`config.mk`:
```
export PLATFORM = sky130hd
export DESIGN_NAME = sar_adc_scanner
export DESIGN_NICKNAME = d
export VERILOG_FILES = /design/src/rtl/sar_adc_pkg.sv /design/src/rtl/sar_tick_gen.sv /design/src/rtl/sar_adc_scanner.sv
export SDC_FILE = /design/constraint.sdc
export NUM_CORES = 1
export LEC_CHECK = 0
export BUFFER_PORTS_ARGS = -buffer_cell sky130_fd_sc_hd__buf_4
export CAP_MARGIN = 20
export CORE_ASPECT_RATIO = 0.9
export CORE_MARGIN = 8
export CORE_UTILIZATION = 48
export DETAILED_ROUTE_END_ITERATION = 12
export GPL_TIMING_DRIVEN = 0
export PLACE_DENSITY = 0.74
export SLEW_MARGIN = 40
export SYNTH_ARGS = -nofsm -noshare
export SYNTH_HDL_FRONTEND = slang
export SYNTH_SLANG_ARGS = --single-unit
```
`constraint.sdc`:
```
create_clock -name clk -period 1.9 [get_ports clk]
set_clock_uncertainty 0.05 [all_clocks]
set_input_delay 0.285 -clock clk [delete_from_list [all_inputs] [get_ports clk]]
set_output_delay 0.285 -clock clk [all_outputs]
set_load 0.01 [all_outputs]
```
`src/rtl/sar_adc_pkg.sv`:
```
// rtl/sar_adc_pkg.sv - shared state type and helper functions for the SAR ADC scanner
package sar_adc_pkg;

    typedef enum logic [1:0] {
        IDLE,
        SAMPLE,
        CONVERT,
        DONE
    } sar_state_e;

    function automatic int ch_w(input int n_ch);
        return (n_ch > 1) ? $clog2(n_ch) : 1;
    endfunction

    // Returns {found, index} of the lowest set bit at or above position from
    function automatic logic [4:0] first_set_from(input logic [15:0] mask, input int from);
        logic [4:0] r;
        r = '0;
        for (int i = 15; i >= 0; i--) begin
            if (mask[i] && (i >= from)) r = {1'b1, 4'(i)};
        end
        return r;
    endfunction

endpackage

```
`src/rtl/sar_tick_gen.sv`:
```
// rtl/sar_tick_gen.sv - divides clk down to one SAR step tick every DIV cycles
module sar_tick_gen #(
    parameter int DIV = 4
) (
    input  logic clk,
    input  logic reset,
    output logic tick
);

    localparam int CW = (DIV > 1) ? $clog2(DIV) : 1;
    localparam logic [CW-1:0] LAST = CW'(DIV - 1);

    logic [CW-1:0] cnt;

    always_ff @(posedge clk or negedge reset) begin
        if (!reset) begin
            cnt <= '0;
        end else if (cnt == LAST) begin
            cnt <= '0;
        end else begin
            cnt <= cnt + 1'b1;
        end
    end

    assign tick = (cnt == LAST);

endmodule

```
`src/rtl/sar_adc_scanner.sv`:
```
// rtl/sar_adc_scanner.sv - multi-channel scan sequencer driving a successive-approximation ADC
module sar_adc_scanner
    import sar_adc_pkg::*;
#(
    parameter int N_BITS = 10,
    parameter int N_CH   = 4,
    parameter int DIV    = 4,
    localparam int CH_W  = ch_w(N_CH)
) (
    input  logic              clk,
    input  logic              reset,
    input  logic              start,
    input  logic              cont,
    input  logic [N_CH-1:0]   ch_mask,
    input  logic              cmp_in,
    output logic [CH_W-1:0]   ch_sel,
    output logic              sample,
    output logic [N_BITS-1:0] dac_code,
    output logic              busy,
    output logic              eoc,
    output logic [N_BITS-1:0] result_data,
    output logic [CH_W-1:0]   result_ch,
    output logic              overrun
);

    localparam int BW = $clog2(N_BITS);
    localparam logic [N_BITS-1:0] MSB_CODE = {1'b1, {(N_BITS-1){1'b0}}};

    sar_state_e        state;
    logic              pending;
    logic              tick;
    logic [N_CH-1:0]   mask_lat;
    logic [BW-1:0]     bit_idx;
    logic [N_BITS-1:0] sar_code;
    logic [N_BITS-1:0] code_nxt;
    logic [4:0]        launch_sel;
    logic [4:0]        next_sel;
    logic [4:0]        wrap_sel;

    sar_tick_gen #(.DIV(DIV)) u_tick (
        .clk   (clk),
        .reset (reset),
        .tick  (tick)
    );

    assign launch_sel = first_set_from(16'(ch_mask), 0);
    assign next_sel   = first_set_from(16'(mask_lat), int'(ch_sel) + 1);
    assign wrap_sel   = first_set_from(16'(mask_lat), 0);

    // Decide the current trial bit from the comparator, then trial the next lower bit
    always_comb begin
        code_nxt = sar_code;
        if (!cmp_in) code_nxt[bit_idx] = 1'b0;
        if (bit_idx != '0) code_nxt[bit_idx - 1'b1] = 1'b1;
    end

    always_ff @(posedge clk or negedge reset) begin
        if (!reset) begin
            state       <= IDLE;
            pending     <= 1'b0;
            overrun     <= 1'b0;
            busy        <= 1'b0;
            sample      <= 1'b0;
            eoc         <= 1'b0;
            dac_code    <= '0;
            result_data <= '0;
            result_ch   <= '0;
            ch_sel      <= '0;
            mask_lat    <= '0;
            bit_idx     <= '0;
            sar_code    <= '0;
        end else begin
            eoc <= 1'b0;
            if (start && (state != IDLE)) overrun <= 1'b1;
            case (state)
                IDLE: begin
                    if (start && (ch_mask != '0)) begin
                        pending <= 1'b1;
                        overrun <= 1'b0;
                    end
                    // A mask that went to zero before the launch tick drops the request
                    if (tick && pending) begin
                        pending <= 1'b0;
                        if (launch_sel[4]) begin
                            mask_lat <= ch_mask;
                            ch_sel   <= CH_W'(launch_sel[3:0]);
                            state    <= SAMPLE;
                            busy     <= 1'b1;
                            sample   <= 1'b1;
                        end
                    end
                end
                SAMPLE: begin
                    if (tick) begin
                        state    <= CONVERT;
                        sample   <= 1'b0;
                        dac_code <= MSB_CODE;
                        sar_code <= MSB_CODE;
                        bit_idx  <= BW'(N_BITS - 1);
                    end
                end
                CONVERT: begin
                    if (tick) begin
                        sar_code <= code_nxt;
                        if (bit_idx == '0) begin
                            state    <= DONE;
                            dac_code <= '0;
                        end else begin
                            dac_code <= code_nxt;
                            bit_idx  <= bit_idx - 1'b1;
                        end
                    end
                end
                DONE: begin
                    if (tick) begin
                        result_data <= sar_code;
                        result_ch   <= ch_sel;
                        eoc         <= 1'b1;
                        if (next_sel[4]) begin
                            ch_sel <= CH_W'(next_sel[3:0]);
                            state  <= SAMPLE;
                            sample <= 1'b1;
                        end else if (cont) begin
                            ch_sel <= CH_W'(wrap_sel[3:0]);
                            state  <= SAMPLE;
                            sample <= 1'b1;
                        end else begin
                            state <= IDLE;
                            busy  <= 1'b0;
                        end
                    end
                end
                default: state <= IDLE;
            endcase
        end
    end

endmodule

```
==> qor.yml <==
min_period_ps: 1840
synth_compound_area_frac: 0.213
cp_num_cells: 7
core_um2: 5220
path_clk_slew_ps: 90
first_pass_iters: 5
muxShareOfSynthArea: 0.0614
outcome: "finished, final reports clean"
path_class: "flop to flop"
portBuffers: 36
cts.root.buffer_cell: "clkbuf_8"
slew_headroom: 0.563
mappedNetlistArea_um2: 2590
nNetsFinal: 329
avgRoutedWirePerCell_um: 17.1
cts_tree: "built"
synth_edf_count: 0
yosys_warnings: 0
synth_seq_cells: 51
reg2reg_depth: 7
grt_max_degree: 52
wirelength_mm: 6.43
place_congestion: 0.883
die_height_um: 85.7
syn_inst: 260
yosys.cell_count.top_type: "dfrtp_1"
worstPathBufferInverterCount: 2
cts_sinks: 51
post-dp-hpwl_mm: 4.41
max_stage_delay_ps: 420
drt-initial-drc-count: 179
grt_overflow: 0
worstPathMaxFanout: 5
preCtsSetupSlack_ps: -457
whs_ps: 156
worstPathCellList: "inv_2 -> ha_4 -> or3b_1 -> clkbuf_8 -> nand2_2 -> o221ai_4 -> o41a_1"
grt_pass1_wl_mm: 10.5
die_area_um2: 8000
setup_violations: 0
required_ps: 2030
startpoint_type: "flop"
ys_top_cells_by_area: "dfrtp_1 49%, ha_1 5.8%, o21ai_0 5.4%, nand2_1 5.1%, mux2_2 4.8%"
drc: 0
ys_types: 46
netlist.area_leader.share: 0.493
dieWidth_um: 93.4
ios: 37
critPathCaptureType: "flop"
hold_viol_final: 0
slew_viol_final: 0
critical-path-top-delay-family: "simple AND/OR/NAND/NOR gates"
synth_top_area_cell: "dfrtp_1"
rsz0062_at_grt: "no"
synth.net_count: 281
gr-usage-all-layers: 0.164
cts_buffers: 5
grt_antenna_before_repair: 0
cap_violations: 0
finalInstanceArea_um2: 3230
async_reset_ff_frac: 1.00
vias: 2166
routed_via_density: 5.76
ys_seq_area_frac: 0.493
syn2layout_area_growth_pct: 24.7
fmax_mhz: 543
setup_slack_ps: 59.5
synthAdderAreaFrac: 0.0580
synth_top_family_by_area: "compound AO/OA/AOI/OAI gates"
diodes: 0
hold_depth: 3
postRouteAntennaNets: 0
finalCritPeriodShare: 0.969
synth-simple-area-share: 0.134
synthXorXnorAreaFrac: 0
clock_path_buffers: 2
avgSynthCellArea_um2: 9.95
grt_pass1_vias: 2103
dpl_cell_area_um2: 2940
clkLatencyLatePin_ps: 300
synth_common_cells: "51 x dfrtp_1, 35 x nand2_1, 28 x o21ai_0"
worst_path_max_delay_cell: "dfrtp_2"
multiInputGateArea_um2: 1270
reg2reg_slack_ps: 60
hp-class: "input port to flop"
fin_util: 0.617
p_leak_nw: 1.54
h-tree-depth: 2
rows: 25
yosys_most_used_dff: "dfrtp_1"
power.density_nw_per_um2: 679
initial_core_util: 0.495
tightest_slew_ps: 655
register_area_um2: 1280
fill_cells: 424
drive_gt1_frac: 0.314
vdd_drop_max_mv: 0.453
arrival_ps: 1970
state kept, by name, indices dropped and copies added, names as in the netlist, 2 cells and up:
signal and cells:
bit_idx 4, dac_code 10, sar_code 10, u_tick.cnt 2
result_data 10, state 2, ch_sel 2, mask_lat 4
result_ch 2
path summary, 6_finish.rpt:
kind                                       to     startpoint
worst max register to register       state[0]     bit_idx[0]
worst max-delay path                 state[0]     bit_idx[0]
worst min-delay path              mask_lat[3]     ch_mask[3]
min in group asynchronous            state[1]          reset
worst min register to register  u_tick.cnt[0]  u_tick.cnt[0]
max in group asynchronous          bit_idx[1]          reset
placed cells by master, fill, tap and decap left out, drive strengths merged, types with 2 or more instances in the layout:
cell type,n
bufinv,2
o221ai,2
a22o,6
o211ai,2
a32o,3
or2,2
ha,12
and3,3
mux2i,2
nand2b,3
nand2,35
a22oi,5
clkbuf,13
nor2,13
o21ai,30
nor2b,7
a21oi,17
o22ai,2
a21o,3
mux2,12
nand3,3
inv,13
buf,47
a31oi,4
dfrtp,51
cell families after synthesis:
| kind of cell | after synthesis |
|---|---|
| buf+inv | 27 |
| fa+ha+maj | 12 |
| compound gates | 84 |
| simple gates | 72 |
| mux | 14 |
| flops | 51 |
tightest hold or removal path, stage by stage:
cell and delay, ps:
buf_4 100, nand2_1 50, nand2_1 50
where the power goes:
group / switching, mW / total [mW] / leakage, nW / internal, mW
combinational: 0.0962 / 0.174 / 0.828 / 0.0777
clock: 0.351 / 0.877 / 0.0654 / 0.526
sequential: 0.0229 / 1.14 / 0.642 / 1.11
timing repair:
item | in CTS | in global routing
setup endpoints to repair | 35 | 34
endpoints found under the hold margin | 51 | 0
pin swaps | 0 | 4
hold buffers | 1 | 0
setup buffers | 5 | 3
resized for setup | 19 | 23
metal layers:
metal,part of all wire,wire length (µm),vias to the layer above,GRT usage
met2,0.46,2980,93,0.246
li1,-,-,1015,-
met4,0.0098,63,0,0.0629
met3,0.082,528,7,0.0480
met1,0.44,2860,1051,0.217
met5,0,0,-,0
stage by stage:
stage	setup TNS [ps]	instances	power, mW
after floorplan	0	260	1.24
final	0	376	2.19
after CTS	0	375	2.20
after global routing	0	376	2.27
after detailed placement	-8830	363	1.33
after global placement	-8700	363	1.32
final cells by class:
| cell class | instances | area share |
|---|---|---|
| buffer | 10 | 0.0213 |
| clock buffer | 6 | 0.0225 |
| clock inverter | 2 | 0.0186 |
| inverter | 13 | 0.0159 |
| multi-input combinational | 182 | 0.394 |
| sequential | 51 | 0.396 |
| tap | 67 | 0.0260 |
| timing repair buffer | 45 | 0.106 |
No activity file was read; power rests on OpenSTA's default activity.
